### src/rtl/irq_ctrl.sv
// Three-line interrupt controller: synchronises raw requests, latches edges as
// pending, applies mask/enable and fixed priority, and hands one vector at a time to the core.
module irq_ctrl #(
    parameter logic [31:0] VEC_BASE   = 32'h0000_0800,
    parameter logic [31:0] VEC_STRIDE = 32'h0000_0020
) (
    input  logic        Clock,
    input  logic        Reset,
    input  logic        ir0,
    input  logic        ir1,
    input  logic        ir2,
    input  logic        int_en,
    input  logic        mask_we,
    input  logic [2:0]  mask_wdata,
    input  logic        int_ack,
    input  logic        eret,
    output logic        int_req,
    output logic [1:0]  int_id,
    output logic [31:0] int_vector,
    output logic [2:0]  pending,
    output logic [2:0]  in_service,
    output logic [2:0]  lost
);

    localparam int unsigned N_LINES = 3;
    localparam int unsigned ID_W    = 2;

    typedef enum logic {
        ST_IDLE = 1'b0,
        ST_REQ  = 1'b1
    } state_e;

    state_e              state_q, state_d;
    logic [ID_W-1:0]     int_id_q, int_id_d;
    logic [N_LINES-1:0]  s1_q, s1_d, s2_q, s2_d, s3_q, s3_d;
    logic [N_LINES-1:0]  pending_q, pending_d;
    logic [N_LINES-1:0]  in_service_q, in_service_d;
    logic [N_LINES-1:0]  lost_q, lost_d;
    logic [N_LINES-1:0]  mask_q, mask_d;

    logic [N_LINES-1:0]  rise_c;
    logic [N_LINES-1:0]  blocked_c;
    logic [N_LINES-1:0]  elig_c;
    logic [N_LINES-1:0]  ack_vec_c;
    logic [N_LINES-1:0]  eret_clr_c;
    logic                ack_fire_c;

    // Edge detection, eligibility and handshake decode
    always_comb begin
        rise_c       = s2_q & ~s3_q;
        blocked_c[0] = in_service_q[0];
        blocked_c[1] = |in_service_q[1:0];
        blocked_c[2] = |in_service_q;
        elig_c       = pending_q & mask_q & {N_LINES{int_en}} & ~blocked_c;
        ack_fire_c   = (state_q == ST_REQ) & int_ack;
        ack_vec_c    = ack_fire_c ? N_LINES'(3'b001 << int_id_q) : '0;
        // lowest set index is the highest-priority level in service
        eret_clr_c   = eret ? (in_service_q & (~in_service_q + N_LINES'(1))) : '0;
    end

    // Datapath next-state: eret retires before ack sets, rise beats ack-clear
    always_comb begin
        s1_d         = {ir2, ir1, ir0};
        s2_d         = s1_q;
        s3_d         = s2_q;
        in_service_d = (in_service_q & ~eret_clr_c) | ack_vec_c;
        pending_d    = (pending_q & ~ack_vec_c) | rise_c;
        lost_d       = (mask_we ? '0 : lost_q) | (rise_c & pending_q & ~ack_vec_c);
        mask_d       = mask_we ? mask_wdata : mask_q;
    end

    always_ff @(posedge Clock or posedge Reset) begin
        if (Reset) begin
            s1_q         <= '0;
            s2_q         <= '0;
            s3_q         <= '0;
            pending_q    <= '0;
            in_service_q <= '0;
            lost_q       <= '0;
            mask_q       <= '0;
        end else begin
            s1_q         <= s1_d;
            s2_q         <= s2_d;
            s3_q         <= s3_d;
            pending_q    <= pending_d;
            in_service_q <= in_service_d;
            lost_q       <= lost_d;
            mask_q       <= mask_d;
        end
    end

    // FSM state register
    always_ff @(posedge Clock or posedge Reset) begin
        if (Reset) begin
            state_q  <= ST_IDLE;
            int_id_q <= '0;
        end else begin
            state_q  <= state_d;
            int_id_q <= int_id_d;
        end
    end

    // FSM next-state: int_id is frozen while a request is presented
    always_comb begin
        state_d  = state_q;
        int_id_d = int_id_q;
        case (state_q)
            ST_IDLE: begin
                if (|elig_c) begin
                    state_d = ST_REQ;
                    if (elig_c[0])      int_id_d = ID_W'(0);
                    else if (elig_c[1]) int_id_d = ID_W'(1);
                    else                int_id_d = ID_W'(2);
                end
            end
            ST_REQ: begin
                if (ack_fire_c || !elig_c[int_id_q]) state_d = ST_IDLE;
            end
            default: state_d = ST_IDLE;
        endcase
    end

    // FSM / register outputs
    always_comb begin
        int_req    = (state_q == ST_REQ);
        int_id     = int_id_q;
        int_vector = VEC_BASE + 32'(int_id_q) * VEC_STRIDE;
        pending    = pending_q;
        in_service = in_service_q;
        lost       = lost_q;
    end

endmodule
### config.mk
export PLATFORM = sky130hd
export DESIGN_NAME = irq_ctrl
export DESIGN_NICKNAME = d
export VERILOG_FILES = /design/src/rtl/irq_ctrl.sv
export SDC_FILE = /design/constraint.sdc
export NUM_CORES = 1
export LEC_CHECK = 0
export ABC_CLOCK_PERIOD_IN_PS = 3420
export BUFFER_PORTS_ARGS = -buffer_cell sky130_fd_sc_hd__clkbuf_2
export CORE_ASPECT_RATIO = 0.75
export CORE_MARGIN = 2
export CORE_UTILIZATION = 48
export CTS_CLUSTER_SIZE = 8
export DETAILED_ROUTE_END_ITERATION = 7
export GPL_TIMING_DRIVEN = 0
export MAX_ROUTING_LAYER = met4
export PLACE_DENSITY_LB_ADDON = 0.25
export SKIP_CTS_REPAIR_TIMING = 1
export SYNTH_ARGS = -nofsm -noshare
export SYNTH_HDL_FRONTEND = slang
export SYNTH_SLANG_ARGS = --single-unit
### constraint.sdc
create_clock -name Clock -period 3.42 [get_ports Clock]
set_clock_uncertainty 0.1 [all_clocks]
set_input_delay 0.342 -clock Clock [delete_from_list [all_inputs] [get_ports Clock]]
set_output_delay 0.342 -clock Clock [all_outputs]
set_load 0.05 [all_outputs]
==> metrics <==
Synth area leader=dfrtp_1; Die Width=60.5 um; Die H=around 46 um; placed wire-length estimate=1.52 mm; Slowest cell on crit path=dfrtp_1; cell count after synthesis=a little over 100; WS Path Type=reg2out; final core occ=between 60 and 70%; clock slew at the register clock pins of the worst setup and hold paths=about 0.13 ns; CTS Buffer Depth=2; combinational fraction of design power=47.4%; outcome=completed; io pins=56; num rows=15; Synth Warn #=0; Netlist cell types=27; placer's final routability congestion estimate=0.795; HP Class=in2async; Via density=roughly 4; vias in the first global route=730; WP data required=2.98 ns; Synth top area share=52.3%; Switching Fraction=46.7%; CP max stage delay=0.50 ns; max-cap violation count=0; drt first pass iters=4; IO Port Bufs=25; CP Launch Type=flop; remaining global-route overflow=0; cell area after synthesis=1150 um^2; fillers=about 200; Cell Pwr Density=757 nW/um^2; Reg area=601 um^2; sequential area share after synthesis=52.3%; Sw Pwr=0.532 mW; TritonCTS Buffers=3; routed vias=812; area of the core=2290 um^2; Post-synth ARST share=between 90% and 100%; WL per Instance=9.92 um; ys flop type=dfrtp_1; Die ar.=about 2800 um^2; CTS tree=yes; Area contributors post-synth=dfrtp_1 52%, buf_4 21%, mux2_2 2.9%, inv_1 2.3%, nand2_1 2.3%; Peak supply drop=0.431 mV; worst skew pair latency=between 0.3 and 0.4 ns; CP Max Fanout=7; share of layout cells above drive strength 1=44.2%; commonest non-fill, non-tap cell in the layout=buf_4; Pwr Total=~1.1 mW; fin. max-slew vios=0; largest net degree at the start of global routing=25; Lkg Pwr=between 0.8 and 0.9 nW; most frequent cells in the layout=32 x buf_4, 30 x conb_1, 25 x clkbuf_2; Remaining DRCs=0; GRT Overall Usage=16.3%; Relative slew margins=41.5%; Layout area overhead=30.9%; depth of the worst register-to-register path=4; final hold vios=0; initial antenna violation count=0; clock share of power=17.8%; RSZ-0062 raised after global routing=no; routed wire length=~2 mm; delay-heaviest family, CP=flip-flops; min Tclk post-route=1.67 ns; sequential share of power=34.8%; hold_ws=between 0.06 and 0.07 ns; final net count=176; Post-synth EDFFs=0; worst path buffer plus inverter count=2; Initial Utilization=between 50% and 60%; footprint of the multi-input gates=382 um^2; Worst EP arrival=1.23 ns; Clock H-tree levels=1; FMAX=approximately 600 MHz; clock sinks=24; cell-internal power=0.607 mW; antenna fix cells=0; 1st-iter DRT viols=23; #FFs+latches synth=24; Setup TNS Final=0 ns; Worst Tran Pin Value=a little under 0.9 ns; fin crit share=48.8%; Final Worst Setup Slack=1.75 ns; count of final setup violators=0; first-pass GRT wire length=3.10 mm; CTS Root Cell=clkbuf_4; pre-CTS setup slack=1.92 ns; antenna viol nets, final=0; Crit. End Element=output port; critical path depth=2; syn avg cell area=11.2 um^2; CP cell instances=buf_4 -> clkbuf_2
## final cells by class
class	count	share of cell area [%]
plain buffers	33	16.3
clock buffers	3	1.50
clock inverters	1	2.00
inverters	7	1.75
multi-input cells	67	25.4
flip-flops and latches	24	39.9
well taps	34	2.83
repair buffers	28	10.3
## final timing paths
kind / endpoint / slack [ns] / startpoint
setup / recovery: int_vector[5] / 1.75 / int_id[0]
hold / removal: in_service[2] / 0.07 / Reset
hold reg to reg: s2_q[1] / 0.27 / s1_q[1]
max in group asynchronous: s1_q[0] / 2.62 / Reset
min in group Clock: mask_q[0] / 0.15 / mask_wdata[0]
setup reg to reg: int_req / 1.88 / in_service[0]
## synth_stat cells (2+ instances only)
library cell / n
a21oi_1: 2
inv_1: 7
o31ai_1: 2
conb_1: 2
o21ai_0: 2
dfrtp_1: 24
nand2b_1: 3
o22ai_1: 3
buf_4: 32
mux2_2: 3
nand2_1: 7
## registers in the layout, indices dropped and copies added (netlist names)
name        cells
pending         3
s1_q            3
s3_q            3
int_id          2
s2_q            3
mask_q          3
int_req         1
in_service      3
lost            3
## worst reg2reg max path: cells and delay by family, from the launching register on
kind	cells	cell delay, ns
simple gates	2	0.47
flops	1	0.47
compound gates	2	0.45
## through the flow
stage	cells	instance area [um^2]
after floorplan	131	1250
after global placement	190	1420
after detailed placement	190	1420
after CTS	194	1470
after global routing	197	1500
final	197	1500
## routing by layer
| metal | GRT usage, % | up-vias | share of wire, % |
|---|---|---|---|
| met4 | 7.39 | 0 | 1.1 |
| li1 | - | 400 | - |
| met2 | 27.6 | 34 | 50 |
| met3 | 5.90 | 5 | 8.2 |
| met1 | 17.2 | 373 | 41 |
| met5 | - | - | 0 |
## power groups by stage
| stage | registers, mW | clock network [mW] | logic [mW] |
|---|---|---|---|
| finish | 0.396 | 0.203 | 0.540 |
| global route | 0.407 | 0.222 | 0.575 |
| global placement | 0.399 | 0 | 0.529 |
| CTS | 0.396 | 0.211 | 0.537 |
| detailed placement | 0.402 | 0 | 0.534 |
| floorplan | 0.562 | 0 | 0.274 |
## logic make-up after synthesis
kind of cell / synth area share [%]
other: 0.654
multiplexers: 2.94
buffers and inverters: 23.6
flip-flops: 52.3
AND/OR/NAND/NOR: 11.1
AO/OA/AOI/OAI: 9.37
(Power assumes the default switching activity.)
